### src/rtl/vec_instr_encoder_pkg.sv
// Shared field layout and opcode map for the 32-bit vector instruction word.
// Both the encoder (producer) and decode (consumer) import this package.
package vec_instr_encoder_pkg;

  localparam int unsigned INSTR_W = 32;
  localparam int unsigned OPC_W   = 5;
  localparam int unsigned REG_W   = 4;
  localparam int unsigned IMM_W   = 19;
  localparam int unsigned BYTE_W  = 8;

  // Field positions inside the instruction word.
  localparam int unsigned OPC_HI       = 31;
  localparam int unsigned OPC_LO       = 27;
  localparam int unsigned VK_HI        = 26;
  localparam int unsigned VK_LO        = 23;
  localparam int unsigned RK_HI        = 22;
  localparam int unsigned RK_LO        = 19;
  localparam int unsigned IMM_HI       = 18;
  localparam int unsigned IMM_LO       = 0;
  localparam int unsigned IMM_MODE_BIT = 14;
  localparam int unsigned BYTE_HI      = 7;
  localparam int unsigned BYTE_LO      = 0;

  typedef enum logic [OPC_W-1:0] {
    OP_NOOP  = 5'd0,
    OP_ADD   = 5'd1,
    OP_SUB   = 5'd2,
    OP_XOR   = 5'd3,
    OP_AND   = 5'd4,
    OP_ORR   = 5'd5,
    OP_LDV_I = 5'd6,
    OP_STR_I = 5'd7,
    OP_LDV_R = 5'd8,
    OP_STR_R = 5'd9,
    OP_MOVS  = 5'd10,
    OP_MOVV  = 5'd11,
    OP_SLV   = 5'd12,
    OP_SRV   = 5'd13,
    OP_ROL   = 5'd14,
    OP_ROR   = 5'd15
  } opcode_e;

  // Field-level request as presented by the sequencer.
  typedef struct packed {
    logic [OPC_W-1:0]  opcode;
    logic [REG_W-1:0]  vk;
    logic [REG_W-1:0]  rk;
    logic [IMM_W-1:0]  imm;
    logic              imm_mode;
    logic [BYTE_W-1:0] byte_imm;
  } vec_req_t;

  function automatic logic is_shift_op(input logic [OPC_W-1:0] opc);
    return (opc == OP_SLV) || (opc == OP_SRV) || (opc == OP_ROL) || (opc == OP_ROR);
  endfunction

  function automatic logic is_known_opcode(input logic [OPC_W-1:0] opc);
    logic known;
    case (opc)
      OP_NOOP, OP_ADD, OP_SUB, OP_XOR, OP_AND, OP_ORR,
      OP_LDV_I, OP_STR_I, OP_LDV_R, OP_STR_R, OP_MOVS, OP_MOVV,
      OP_SLV, OP_SRV, OP_ROL, OP_ROR: known = 1'b1;
      default:                         known = 1'b0;
    endcase
    return known;
  endfunction

endpackage

### src/rtl/vec_instr_fifo.sv
// Synchronous FIFO holding encoded instruction words for decode.
// Ports: clk, rst (sync, active-high), flush (sync discard), push/wdata,
//        pop/rdata (head, zero when empty), full, empty, count.
module vec_instr_fifo #(
  parameter int unsigned DEPTH = 4,
  parameter int unsigned WIDTH = 32
) (
  input  logic                       clk,
  input  logic                       rst,
  input  logic                       flush,
  input  logic                       push,
  input  logic [WIDTH-1:0]           wdata,
  input  logic                       pop,
  output logic [WIDTH-1:0]           rdata,
  output logic                       full,
  output logic                       empty,
  output logic [$clog2(DEPTH+1)-1:0] count
);

  localparam int unsigned PTR_W = $clog2(DEPTH);
  localparam int unsigned CNT_W = $clog2(DEPTH + 1);

  logic [WIDTH-1:0] mem_q [DEPTH];
  logic [WIDTH-1:0] mem_d [DEPTH];
  logic [PTR_W-1:0] wr_ptr_q, wr_ptr_d;
  logic [PTR_W-1:0] rd_ptr_q, rd_ptr_d;
  logic [CNT_W-1:0] count_q, count_d;
  logic             do_push;
  logic             do_pop;

  assign full    = (count_q == CNT_W'(DEPTH));
  assign empty   = (count_q == '0);
  assign do_push = push && !full;
  assign do_pop  = pop && !empty;
  assign rdata   = empty ? '0 : mem_q[rd_ptr_q];
  assign count   = count_q;

  // Next-state: flush wins over push and pop; pointers wrap on power-of-two depth.
  always_comb begin
    mem_d    = mem_q;
    wr_ptr_d = wr_ptr_q;
    rd_ptr_d = rd_ptr_q;
    count_d  = count_q;
    if (flush) begin
      wr_ptr_d = '0;
      rd_ptr_d = '0;
      count_d  = '0;
    end else begin
      if (do_push) begin
        mem_d[wr_ptr_q] = wdata;
        wr_ptr_d        = wr_ptr_q + PTR_W'(1);
      end
      if (do_pop) begin
        rd_ptr_d = rd_ptr_q + PTR_W'(1);
      end
      case ({do_push, do_pop})
        2'b10:   count_d = count_q + CNT_W'(1);
        2'b01:   count_d = count_q - CNT_W'(1);
        default: count_d = count_q;
      endcase
    end
  end

  always_ff @(posedge clk) begin
    if (rst) begin
      wr_ptr_q <= '0;
      rd_ptr_q <= '0;
      count_q  <= '0;
    end else begin
      wr_ptr_q <= wr_ptr_d;
      rd_ptr_q <= rd_ptr_d;
      count_q  <= count_d;
    end
  end

  // Storage needs no reset: reads are masked by empty.
  always_ff @(posedge clk) begin
    mem_q <= mem_d;
  end

endmodule

### src/rtl/vec_instr_encoder.sv
// Packs field-level requests into 32-bit vector instruction words and buffers
// them towards decode.
// Ports: clk, rst (sync, active-high); req_* request handshake and fields;
//        flush; out_valid/out_ready/out_instr to decode; count; err.
// Option: define VEC_ENC_CHECK_EN to drop unknown opcodes and shift ops with a
//         stray byte immediate (handshake completes, err pulses one cycle).
module vec_instr_encoder
  import vec_instr_encoder_pkg::*;
#(
  parameter int unsigned DEPTH = 4
) (
  input  logic                       clk,
  input  logic                       rst,
  input  logic                       req_valid,
  output logic                       req_ready,
  input  logic [OPC_W-1:0]           req_opcode,
  input  logic [REG_W-1:0]           req_vk,
  input  logic [REG_W-1:0]           req_rk,
  input  logic [IMM_W-1:0]           req_imm,
  input  logic                       req_imm_mode,
  input  logic [BYTE_W-1:0]          req_byte,
  input  logic                       flush,
  output logic                       out_valid,
  input  logic                       out_ready,
  output logic [INSTR_W-1:0]         out_instr,
  output logic [$clog2(DEPTH+1)-1:0] count,
  output logic                       err
);

  vec_req_t           req;
  logic [INSTR_W-1:0] packed_instr;
  logic               accept;
  logic               reject;
  logic               full;
  logic               empty;

  assign req = {req_opcode, req_vk, req_rk, req_imm, req_imm_mode, req_byte};

  // Field packer: every bit not owned by the opcode's format stays zero.
  always_comb begin
    packed_instr                = '0;
    packed_instr[OPC_HI:OPC_LO] = req.opcode;
    case (req.opcode)
      OP_ADD, OP_SUB, OP_XOR, OP_AND, OP_ORR: begin
        packed_instr[VK_HI:VK_LO] = req.vk;
        packed_instr[RK_HI:RK_LO] = req.rk;
      end
      OP_LDV_I, OP_STR_I: begin
        packed_instr[VK_HI:VK_LO]   = req.vk;
        packed_instr[IMM_HI:IMM_LO] = req.imm;
      end
      OP_LDV_R, OP_STR_R: begin
        packed_instr[VK_HI:VK_LO]   = req.vk;
        packed_instr[RK_HI:RK_LO]   = req.rk;
        packed_instr[IMM_HI:IMM_LO] = req.imm;
      end
      OP_MOVS: begin
        packed_instr[RK_HI:RK_LO]   = req.rk;
        packed_instr[IMM_HI:IMM_LO] = req.imm;
      end
      OP_MOVV: begin
        packed_instr[VK_HI:VK_LO]     = req.vk;
        packed_instr[BYTE_HI:BYTE_LO] = req.byte_imm;
      end
      OP_SLV, OP_SRV, OP_ROL, OP_ROR: begin
        packed_instr[VK_HI:VK_LO]   = req.vk;
        packed_instr[IMM_MODE_BIT]  = req.imm_mode;
        if (req.imm_mode) begin
          packed_instr[BYTE_HI:BYTE_LO] = req.byte_imm;
        end
      end
      default: ;  // NOOP and unknown opcodes carry only the opcode
    endcase
  end

  assign req_ready = !full && !rst;
  assign accept    = req_valid && req_ready;
  assign out_valid = !empty;

`ifdef VEC_ENC_CHECK_EN
  logic err_q, err_d;

  assign reject = !is_known_opcode(req.opcode) ||
                  (is_shift_op(req.opcode) && !req.imm_mode && (req.byte_imm != '0));

  // A flushed request is dropped silently, so it never raises err.
  always_comb begin
    err_d = accept && reject && !flush;
  end

  always_ff @(posedge clk) begin
    if (rst) begin
      err_q <= 1'b0;
    end else begin
      err_q <= err_d;
    end
  end

  assign err = err_q;
`else
  assign reject = 1'b0;
  assign err    = 1'b0;
`endif

  vec_instr_fifo #(
    .DEPTH (DEPTH),
    .WIDTH (INSTR_W)
  ) u_fifo (
    .clk   (clk),
    .rst   (rst),
    .flush (flush),
    .push  (accept && !reject),
    .wdata (packed_instr),
    .pop   (out_valid && out_ready),
    .rdata (out_instr),
    .full  (full),
    .empty (empty),
    .count (count)
  );

endmodule

### config.mk
export PLATFORM = sky130hd
export DESIGN_NAME = vec_instr_encoder
export DESIGN_NICKNAME = d
export VERILOG_FILES = /design/src/rtl/vec_instr_encoder_pkg.sv /design/src/rtl/vec_instr_fifo.sv /design/src/rtl/vec_instr_encoder.sv
export SDC_FILE = /design/constraint.sdc
export NUM_CORES = 1
export LEC_CHECK = 0
export CELL_PAD_IN_SITES_DETAIL_PLACEMENT = 1
export CELL_PAD_IN_SITES_GLOBAL_PLACEMENT = 1
export CORE_UTILIZATION = 46
export CTS_CLUSTER_SIZE = 8
export DETAILED_ROUTE_END_ITERATION = 12
export PLACE_DENSITY_LB_ADDON = 0.1
export REMOVE_ABC_BUFFERS = 1
export SLEW_MARGIN = 20
export SYNTH_ARGS = -nofsm -noshare
export SYNTH_HDL_FRONTEND = slang
export SYNTH_SLANG_ARGS = --single-unit
export TNS_END_PERCENT = 50
### constraint.sdc
create_clock -name clk -period 4.81 [get_ports clk]
set_input_delay 0.7215 -clock clk [delete_from_list [all_inputs] [get_ports clk]]
set_output_delay 0.7215 -clock clk [all_outputs]
set_load 0.01 [all_outputs]
Word-level counts from Yosys, hierarchy flattened. Index checks and enable logic that the tools add are counted.

Flip-flop bits (word level): 135. Bits in latches: 0. RAM bits: 0. ROM bits: 0. Input port bits: 46. Output and inout bits: 38. Word-level logic and storage cells: 67. Memories kept: 0.

Add/subtract/negate cells: 4. $mul: 0. Div/mod/pow operators: 0. $lt $le $gt $ge: 3. Equal/unequal tests: 18. Shift-type cells: 0. Multiplexer cells: 15. Bitwise logic cells: 3. Reductions and logical operators: 17.

Operators with widths (number): $bwmux W128 (1); $mux W32 (4); $bmux W32 S2 (1); $demux W32 S2 (1); $eq A5 B4 Y1 const B (8); $pmux W8 S3 (1); $eq A5 B3 Y1 const B (4); $reduce_or A14 Y1 (1); $mux W4 (3); $eq A5 B2 Y1 const B (2); $mux W8 (1); $reduce_or A8 Y1 (1); $ge A3 B3 Y1 const B (2); $logic_and A1 B1 Y1 (6); $mux W6 (1); $not A2 Y3 (2); $pmux W3 S2 (1); $eq A5 B1 Y1 const B (1); $reduce_or A5 Y1 (1); $add A2 B1 Y2 const B (2); $reduce_or A4 Y1 (1); $add A3 B1 Y3 const B (1); $eq A3 B3 Y1 const B (1); $logic_not A1 Y1 (3); 10 further kinds (10).

Depth between registers and ports, before layout. Gate-level depths: netlist of run 1.

Depth in word-level cells: 7. Mapped depth: 8. Mapped depth without buffers: 8.

Cells and area by module. From an unflattened synthesis of run 1, not the netlist that was laid out.

Cell total of the unflattened synthesis: 324. Area, all modules: 5724.2 sq um.

Modules (own cells, without submodules): vec_instr_fifo (instances 1, cells each 255, area each 5276.3 sq um, sequential area each 3983.8 sq um); vec_instr_encoder (instances 1, cells each 69, area each 447.9 sq um, sequential area each 0.0 sq um).

Least setup slack after synthesis of run 1. Ideal clock, no wire load.

Path type: input to register. From: in rst. To: reg u_fifo.mem_q[0] (netlist bit), enable pin. Setup time: 0.468 ns. Arrival time: 3.445 ns. Data required time: 4.342 ns. Setup slack: 0.897 ns. Cell stages on the path: 2. Buffers on the path: 0. Cell sequence: nand3b_2 nor3b_1.

Longest elaborated chain between the ends: 5.

Ends and longest elaborated chain: start: declaration (RTL line vec_instr_encoder.sv:13) `input logic rst,`; $logic_not A1 Y1 (RTL line vec_instr_encoder.sv:76) `assign req_ready = !full && !rst;`; $logic_and A1 B1 Y1 (RTL line vec_instr_encoder.sv:76); $logic_and A1 B1 Y1 (RTL line vec_instr_encoder.sv:77) `assign accept = req_valid && req_ready;`; $logic_and A1 B1 Y1 (RTL line vec_instr_fifo.sv:33) `assign do_push = push && !full;`; $reduce_and A2 Y1 (no line); end signal: assignment (RTL line vec_instr_fifo.sv:78) `mem_q <= mem_d;`; end: declaration (RTL line vec_instr_fifo.sv:23) `logic [WIDTH-1:0] mem_q [DEPTH];`.

Every way passes these cells. A chain may end at the register's enable or synchronous reset.

Final worst setup path of run 1.
From: reg u_fifo.rd_ptr_q[0]. To: out out_instr[17].

Longest elaborated chain between the ends: 5.

Ends and longest elaborated chain: start: declaration (RTL line vec_instr_fifo.sv:26) `logic [PTR_W-1:0] rd_ptr_q, rd_ptr_d;`; start signal: assignment (RTL line vec_instr_fifo.sv:71) `rd_ptr_q <= rd_ptr_d;`; $not A2 Y3 (implied by the code) (RTL line vec_instr_fifo.sv:35) `assign rdata = empty ? '0 : mem_q[rd_ptr_q];`; $bmux W32 S2 (RTL line vec_instr_fifo.sv:35); $mux W32 (implied by the code) (2 in a row) (RTL line vec_instr_fifo.sv:35); $mux W32 (RTL line vec_instr_fifo.sv:35); end: declaration (RTL line vec_instr_encoder.sv:25) `output logic [INSTR_W-1:0] out_instr,`.

Every way passes these cells. The select of a mux whose other input is x is not followed.

==> flow_metrics.py, run 1 <==
metrics = {
    "final_layout": {
        "nets": 463,
        "fillers": 1102,
        "antenna_cells": 0,
        "drive_gt1_frac": 0.168,
        "syn2layout_area_growth_pct": 26.7,
    },
    "global_route": {
        "grt_first_pass_wirelength_um": 18100,
        "grtUsageTotal": 0.201,
        "grt_antenna_before_repair": 0,
        "grt_max_degree": 35,
        "grt_pass1_vias": 3388,
        "grt-ovfl-total": 0,
    },
    "routing": {
        "initialDrtViolationCount": 155,
        "via_per_inst": 5.44,
        "wirelength_um": 11600,
        "routedWlPerCell_um": 20.4,
        "drc": 0,
        "vias": 3093,
        "drt_pre_antenna_iters": 4,
        "ant_nets": 0,
    },
    "synthesis": {
        "synth_compound_area_frac": 0.0267,
        "synthCells": 317,
        "synth-async-reset-ratio": 0,
        "ys_seq_elements": 135,
        "synthFlopType": "edfxtp_1",
        "syn_area_um2": 5680,
        "synth_mux_area_frac": 0.130,
        "synth-simple-area-share": 0.0883,
        "synth.top_cell.area_share": 0.677,
        "syn_area_per_cell_um2": 17.9,
        "synth_edf_count": 128,
        "ys_seq_area_frac": 0.701,
        "synth_warnings": 0,
        "synth_top_family_by_area": "multiplexers",
        "ys_types": 35,
        "yosys.area.top_type": "edfxtp_1",
        "netlist_top_cells_count": "edfxtp_1, nor2b_1, mux4_2",
        "synth-xor-area-share": 0.00463,
        "synthAdderAreaFrac": 0.0145,
        "synth_area_leaders": "edfxtp_1, mux4_2, nor2b_1",
        "yosysMostFrequentCell": "edfxtp_1",
    },
    "min_path": {
        "hold_class": "reg -> reg",
    },
    "power": {
        "ir_drop_mv": 0.236,
        "power.density_nw_per_um2": 365,
        "power.leakage_nw": 2.36,
    },
    "placed_design": {
        "place.port_buffers": 82,
        "hpwl_um": 7000,
        "gp_congestion": 0.762,
    },
    "job": {
        "cap_violations": 0,
    },
    "critical_path": {
        "crit_type": "reg -> out",
        "cp.arrival_ps": 2810,
        "crit_chain": "buf_4, mux4_2, nor2b_1, clkdlybuf4s50_1",
        "crit_fanout": 21,
        "start_kind": "flop",
        "worst-endpoint-required_ps": 4090,
        "crit_slowest_cell": "dfxtp_2",
        "cp-end-kind": "output port",
        "max_stage_delay_ps": 810,
    },
    "clock_tree": {
        "cts_root_buf": "clkbuf_16",
        "cts.hold.buffers_added": 0,
        "cts_resized": 0,
        "clock_latency_ps": 410,
        "path_clk_slew_ps": 60,
        "cts_buffers": 17,
        "cts_setup_buffers": 0,
        "htreeDepth": 4,
        "numClockSinks": 135,
        "cts_tree": "built",
        "clockBufferDepth": 2,
    },
    "timing": {
        "clock_skew_ps": 8.78,
        "finalCritPeriodShare": 0.733,
        "max_freq_mhz": 284,
        "finalMaxSlewViolations": 0,
        "period_minus_slack_ps": 3530,
        "grt_setup_unrepaired": "no",
        "slew_headroom": 0.300,
        "whs_ps": 526,
        "finalSetupViolCount": 0,
        "worst_slew_pin_slew_ps": 1050,
        "fin_tns_setup_ps": 0,
        "hold_violations": 0,
    },
    "status": {
        "outcome": "finished, final reports clean",
    },
    "floorplanning": {
        "dieArea_um2": 12800,
        "core_area_um2": 12000,
        "rows": 40,
        "pin_count": 84,
        "fp.dieW_um": 113,
        "die_h_um": 113,
        "start_util": 0.473,
    },
}
## worst max-delay path, delay by kind of cell, from the launching register on
family | cells | cell delay (ps)
AND/OR/NAND/NOR | 1 | 140
multiplexers | 1 | 530
flip-flops | 1 | 810
buffers and inverters | 2 | 910
## kinds of logic after synthesis
family	Yosys count
DFF	135
and+or+nand+nor	79
buffers and inverters	38
muxes	34
AOI/OAI and AO/OA	21
adders and majority gates	6
xor gates and xnor gates	3
other	1
## routing by layer
metal,track usage,up-vias,part of all wire
met1,0.239,1597,0.42
met2,0.353,73,0.53
li1,-,1411,-
met5,0,-,0
met3,0.0380,12,0.031
met4,0.0947,0,0.017
## layout by cell type, fill, tap and decap left out, types with 2 or more instances in the layout
master / instances
a21oi_1: 6
and2_1: 8
buf_4: 8
bufinv_16: 2
clkbuf_1: 6
clkbuf_16: 17
clkdlybuf4s50_1: 82
clkinv_1: 4
dfxtp_1: 5
dfxtp_2: 2
edfxtp_1: 128
ha_1: 5
inv_1: 23
mux2i_1: 2
mux4_2: 32
nand2_1: 7
nor2_1: 5
nor2b_1: 34
nor3b_1: 10
nor3b_2: 4
o21ai_0: 3
o32ai_1: 9
or3_1: 2
xor2_1: 2
## area by class of cell
| class | instances | area, µm² | area share |
|---|---|---|---|
| inverter | 23 | 86.3 | 0.0120 |
| clock buffer | 23 | 448 | 0.0622 |
| sequential | 135 | 3990 | 0.554 |
| clock inverter | 7 | 80.1 | 0.0111 |
| timing repair buffer | 90 | 881 | 0.122 |
| multi-input combinational | 144 | 1530 | 0.213 |
| tap | 147 | 184 | 0.0256 |
## registers in the layout (all words and copies together) (netlist names)
signal           flops
u_fifo.rd_ptr_q      2
u_fifo.wr_ptr_q      2
u_fifo.count         3
u_fifo.mem_q       128
## where the power goes
part           internal [W]  switching [W]  leakage, nW
clock              0.000748       0.000430        0.255
combinational     0.0000774      0.0000712        0.861
sequential          0.00130     0.00000504         1.24
## worst paths after layout
| check | to | startpoint | slack (ps) | depth (start not counted) |
|---|---|---|---|---|
| setup / recovery | out_instr[17] | u_fifo.rd_ptr_q[0]$_SDFFE_PP0P_ | 1280 | 4 |
| hold / removal | u_fifo.wr_ptr_q[1]$_SDFFE_PP0P_ | u_fifo.wr_ptr_q[1]$_SDFFE_PP0P_ | 530 | 2 |
| setup reg to reg | u_fifo.count[2]$_SDFFE_PP0P_ | u_fifo.count[0]$_SDFFE_PP0P_ | 2310 | 9 |
| hold reg to reg | u_fifo.wr_ptr_q[1]$_SDFFE_PP0P_ | u_fifo.wr_ptr_q[1]$_SDFFE_PP0P_ | 530 | 2 |
## metrics by stage
| step | setup WS, ps | power, W | area (µm²) | util | instances |
|---|---|---|---|---|---|
| 2_1_floorplan | 897 | 0.00139 | 5580 | - | 302 |
| 3_3_place_gp | 1650 | 0.00147 | 6670 | 0.555 | 539 |
| 3_5_place_dp | 1640 | 0.00147 | 6670 | 0.555 | 539 |
| 4_1_cts | 1180 | 0.00266 | 7200 | 0.599 | 569 |
| 5_1_grt | 1060 | 0.00270 | 7200 | 0.599 | 569 |
| 6_report | 1280 | 0.00263 | 7200 | 0.599 | 569 |
(Power assumes the default switching activity.)
==> run 2: changes to the inputs <==
clock period = 3.68 ns   (was 4.81 ns; I/O delays follow)
==> run 2 against run 1 <==
Against the previous run: sequential power up 31%; highest routed layer unchanged; setup slack worse by 850 ps; sequential cell count unchanged; critical path type unchanged; die area unchanged; power up 39%; critical path depth unchanged; final cell count up 1.1%; clock power up 48%.
==> flow_metrics.py, run 2 (same netlist as run 1, synthesis figures left out) <==
metrics = {
    "timing": {
        "clock_skew_ps": 15.0,
        "slew_headroom": 0.508,
        "finalMaxSlewViolations": 0,
        "setup_ws_ps": 436,
        "finalCritPeriodShare": 0.881,
        "hold_violations": 0,
        "period_minus_slack_ps": 3240,
        "fin_tns_setup_ps": 0,
        "worst_slew_pin_slew_ps": 738,
        "grt_setup_unrepaired": "no",
        "max_freq_mhz": 308,
        "finalSetupViolCount": 0,
    },
    "final_layout": {
        "antenna_cells": 0,
        "final_cell_mix": "edfxtp_1, clkdlybuf4s50_1, nor2b_1",
        "regMostFlops": "u_fifo.mem_q",
        "drive_gt1_frac": 0.196,
        "final_common_cell": "edfxtp_1",
        "largest_reg_flops": 128,
        "syn2layout_area_growth_pct": 29.0,
        "nets": 467,
        "fillers": 1088,
        "fin_cells": 575,
    },
    "critical_path": {
        "max_stage_delay_ps": 800,
        "endpoint": "out_instr[20]",
        "r2r-start": "u_fifo.count[2]$_SDFFE_PP0P_",
        "start_kind": "flop",
        "crit_slowest_cell": "dfxtp_2",
        "crit_type": "reg -> out",
        "cp.arrival_ps": 2690,
        "cp-end-kind": "output port",
        "cp-startpoint": "u_fifo.rd_ptr_q[0]$_SDFFE_PP0P_",
        "r2r-end": "u_fifo.count[2]$_SDFFE_PP0P_",
        "crit_fanout": 19,
        "rr_worst_depth": 8,
        "worst-endpoint-required_ps": 3130,
        "reg2reg_slack_ps": 1200,
        "crit_chain": "buf_4, mux4_2, nor2b_1, clkdlybuf4s50_1",
    },
    "floorplanning": {
        "core_area_um2": 12000,
        "rows": 40,
        "die_h_um": 113,
        "start_util": 0.473,
        "fp.dieW_um": 113,
        "dieArea_um2": 12800,
        "pin_count": 84,
    },
    "routing": {
        "drt_pre_antenna_iters": 4,
        "vias": 3159,
        "ant_nets": 0,
        "routedWlPerCell_um": 22.1,
        "drc": 0,
        "wirelength_um": 12700,
        "via_per_inst": 5.49,
        "initialDrtViolationCount": 125,
    },
    "clock_tree": {
        "clock_latency_ps": 420,
        "htreeDepth": 4,
        "clockBufferDepth": 2,
        "cts_tree": "built",
        "numClockSinks": 135,
        "cts_setup_buffers": 0,
        "cts_buffers": 17,
        "cts.hold.buffers_added": 0,
        "cts_resized": 0,
        "cts_root_buf": "clkbuf_16",
        "path_clk_slew_ps": 60,
    },
    "placed_design": {
        "post-place-cells": 543,
        "place.port_buffers": 82,
        "hpwl_um": 7610,
        "pre_cts_slack_ps": 815,
        "gp_congestion": 0.677,
    },
    "status": {
        "outcome": "finished, final reports clean",
    },
    "power": {
        "power.leakage_nw": 2.42,
        "ir_drop_mv": 0.514,
        "power.density_nw_per_um2": 498,
    },
    "global_route": {
        "grt-ovfl-total": 0,
        "grtUsageTotal": 0.221,
        "grt_antenna_before_repair": 0,
        "grt_max_degree": 33,
        "grt_first_pass_wirelength_um": 19700,
        "grt_pass1_vias": 3500,
    },
    "min_path": {
        "hold_start": "u_fifo.wr_ptr_q[0]$_SDFFE_PP0P_",
        "hold_class": "reg -> reg",
    },
    "job": {
        "cap_violations": 0,
    },
}
[run 2: cell count changes in the layout (fill, tap and decap cells not counted)]
cell	delta
clkbuf_1	-4
buf_4	+3
clkinv_1	-3
clkinv_4	+3
bufinv_16	+2
clkinv_2	+2
clkinvlp_4	+2
buf_12	+1
[run 2: cell type report]
cell class / instances / area [µm²] / share of cell area
clock buffers: 19 / 433 / 0.0591
clock inverters: 13 / 180 / 0.0246
inverters: 23 / 86.3 / 0.0118
multi-input cells: 144 / 1530 / 0.209
flip-flops and latches: 135 / 3990 / 0.544
well taps: 147 / 184 / 0.0251
repair buffers: 94 / 923 / 0.126
[run 2: critical path, delay by kind of cell (launching register included)]
family / cells / cell delay, ps
buffers and inverters: 2 / 820
flip-flops: 1 / 800
multiplexers: 1 / 490
AND/OR/NAND/NOR: 1 / 150
[run 2: layer usage]
metal,GRT usage,vias up,share of wire
li1,-,1421,-
met1,0.264,1630,0.43
met2,0.382,96,0.52
met3,0.0595,12,0.038
met4,0.0895,0,0.012
met5,0,-,0
[run 2: worst min-delay path by stage]
stage                                      endpoint  depth (start not counted)
finish              u_fifo.wr_ptr_q[0]$_SDFFE_PP0P_                          2
global route        u_fifo.wr_ptr_q[0]$_SDFFE_PP0P_                          2
CTS                 u_fifo.wr_ptr_q[0]$_SDFFE_PP0P_                          2
detailed placement  u_fifo.wr_ptr_q[0]$_SDFFE_PP0P_                          2
global placement    u_fifo.wr_ptr_q[1]$_SDFFE_PP0P_                          2
floorplan           u_fifo.wr_ptr_q[1]$_SDFFE_PP0P_                          2
[run 2: report_power, final]
group	total (W)	internal [W]	switching (W)
registers	0.00170	0.00169	0.00000679
logic	0.000201	0.000104	0.0000974
clock network	0.00175	0.00113	0.000623
[run 2: through the flow]
step                      hold WS [ps]  area, µm²  utilization  total power (W)
after floorplan                    471       5580            -          0.00181
after global placement             492       6710        0.559          0.00192
after detailed placement           508       6710        0.559          0.00193
after CTS                          516       7330        0.610          0.00369
after global routing               546       7330        0.610          0.00376
final                              509       7330        0.610          0.00365
==> run 3: changes to the inputs <==
CAP_MARGIN = 10   (was not set)
CORE_ASPECT_RATIO = 0.8   (was not set)
==> run 3 against run 2 <==
Against the previous run: sequential power is essentially flat; sequential share of layout area grew 0.49 points; final cell count shrank 0.17%; critical endpoint is now out_instr[19].
==> flow_metrics.py, run 3 (same netlist as run 1, synthesis figures left out) <==
metrics = {
    "status": {
        "outcome": "finished, final reports clean",
    },
    "power": {
        "sw_frac_of_total": 0.198,
        "power.switching_w": 0.000683,
        "power.density_nw_per_um2": 475,
        "power.internal_w": 0.00277,
        "ir_drop_mv": 0.325,
        "combPwrFrac": 0.057,
        "seqPwrFrac": 0.493,
        "p_clk_frac": 0.450,
        "power.leakage_nw": 2.39,
        "total_power_w": 0.00345,
    },
    "critical_path": {
        "crit_cells": 4,
        "r2r-start": "u_fifo.count[2]$_SDFFE_PP0P_",
        "cp-startpoint": "u_fifo.rd_ptr_q[0]$_SDFFE_PP0P_",
        "endpoint": "out_instr[19]",
        "crit_fanout": 19,
        "cp_num_buf_inv": 2,
        "rr_worst_depth": 8,
        "crit_family": "buffers and inverters",
        "crit_type": "reg -> out",
        "max_stage_delay_ps": 750,
        "r2r-end": "u_fifo.count[2]$_SDFFE_PP0P_",
        "worst-endpoint-required_ps": 3130,
        "crit_slowest_cell": "dfxtp_2",
        "crit_chain": "buf_4, mux4_2, nor2b_1, clkdlybuf4s50_1",
        "reg2reg_slack_ps": 1170,
        "cp-end-kind": "output port",
        "start_kind": "flop",
        "cp.arrival_ps": 2690,
    },
    "clock_tree": {
        "cts_resized": 0,
        "htreeDepth": 4,
        "cts_tree": "built",
        "numClockSinks": 135,
        "cts_root_buf": "clkbuf_16",
        "clockBufferDepth": 2,
        "cts.hold.buffers_added": 0,
        "path_clk_slew_ps": 60,
        "clock_latency_ps": 410,
        "cts_setup_buffers": 0,
        "cts_buffers": 17,
    },
    "floorplanning": {
        "rows": 35,
        "start_util": 0.482,
        "fp.dieW_um": 126,
        "dieArea_um2": 12800,
        "pin_count": 84,
        "die_h_um": 101,
        "core_area_um2": 11800,
    },
    "final_layout": {
        "drive_gt1_frac": 0.188,
        "final_cell_mix": "edfxtp_1, clkdlybuf4s50_1, nor2b_1",
        "regMostFlops": "u_fifo.mem_q",
        "final_common_cell": "edfxtp_1",
        "multiInputGateArea_um2": 1530,
        "syn2layout_area_growth_pct": 27.8,
        "largest_reg_flops": 128,
        "fillers": 1040,
        "antenna_cells": 0,
        "register_area_um2": 3990,
        "nets": 466,
    },
    "routing": {
        "drc": 0,
        "ant_nets": 0,
        "via_per_inst": 5.46,
        "wirelength_um": 11900,
        "drt_pre_antenna_iters": 4,
        "initialDrtViolationCount": 148,
        "vias": 3134,
        "routedWlPerCell_um": 20.7,
    },
    "timing": {
        "period_minus_slack_ps": 3240,
        "clock_skew_ps": 12.2,
        "whs_ps": 523,
        "finalCritPeriodShare": 0.882,
        "hold_violations": 0,
        "worst_slew_pin_slew_ps": 916,
        "finalMaxSlewViolations": 0,
        "fin_tns_setup_ps": 0,
        "grt_setup_unrepaired": "no",
        "max_freq_mhz": 308,
        "slew_headroom": 0.389,
        "finalSetupViolCount": 0,
    },
    "global_route": {
        "grt_pass1_vias": 3409,
        "grt_first_pass_wirelength_um": 18900,
        "grt_max_degree": 38,
        "grt-ovfl-total": 0,
        "grt_antenna_before_repair": 0,
        "grtUsageTotal": 0.206,
    },
    "min_path": {
        "hold_start": "u_fifo.wr_ptr_q[0]$_SDFFE_PP0P_",
        "hold_class": "reg -> reg",
    },
    "placed_design": {
        "gp_congestion": 0.661,
        "hpwl_um": 7280,
        "place.port_buffers": 82,
    },
    "job": {
        "cap_violations": 0,
    },
}
==> run 3: routing by layer <==
layer / wire, µm / up-vias / part of all wire / GRT usage
li1: - / 1415 / - / -
met1: 5190 / 1617 / 0.44 / 0.262
met2: 5930 / 95 / 0.50 / 0.339
met3: 647 / 7 / 0.054 / 0.0629
met4: 108 / 0 / 0.0091 / 0.0723
met5: 0 / - / 0 / 0
==> run 3: how the worst min path moves through the flow <==
stage / endpoint / slack (ps) / cells past startpoint
floorplan: u_fifo.wr_ptr_q[1]$_SDFFE_PP0P_ / 470 / 2
global placement: u_fifo.wr_ptr_q[1]$_SDFFE_PP0P_ / 500 / 2
CTS: u_fifo.wr_ptr_q[0]$_SDFFE_PP0P_ / 530 / 2
global route: u_fifo.wr_ptr_q[0]$_SDFFE_PP0P_ / 560 / 2
detailed placement: u_fifo.wr_ptr_q[1]$_SDFFE_PP0P_ / 500 / 2
finish: u_fifo.wr_ptr_q[0]$_SDFFE_PP0P_ / 520 / 2
==> run 3: power by group through the flow <==
| stage | clock [W] | combinational (W) | sequential [W] |
|---|---|---|---|
| global placement | 0 | 0.000194 | 0.00173 |
| global route | 0.00164 | 0.000216 | 0.00170 |
| CTS | 0.00159 | 0.000201 | 0.00170 |
| finish | 0.00155 | 0.000197 | 0.00170 |
| detailed placement | 0 | 0.000199 | 0.00173 |
| floorplan | 0 | 0.0000800 | 0.00173 |
==> run 3: final cells by class <==
| type | instances | area share |
|---|---|---|
| Tap cell | 148 | 0.0255 |
| Multi-Input combinational cell | 144 | 0.211 |
| Clock buffer | 17 | 0.0586 |
| Inverter | 23 | 0.0119 |
| Sequential cell | 135 | 0.549 |
| Clock inverter | 14 | 0.0160 |
| Timing Repair Buffer | 93 | 0.128 |
==> run 3: metrics by stage <==
step | util | instance area [µm²] | worst slack [ps] | instances
floorplan | - | 5580 | -63.7 | 302
global placement | 0.570 | 6720 | 813 | 543
detailed placement | 0.570 | 6720 | 799 | 543
CTS | 0.616 | 7260 | 341 | 574
global route | 0.616 | 7260 | 233 | 574
finish | 0.616 | 7260 | 435 | 574
==> run 3: tightest hold or removal path, stage by stage (launching register included) <==
cell     delay [ps]
dfxtp_1         350
nand2_1          70
mux2i_1          60
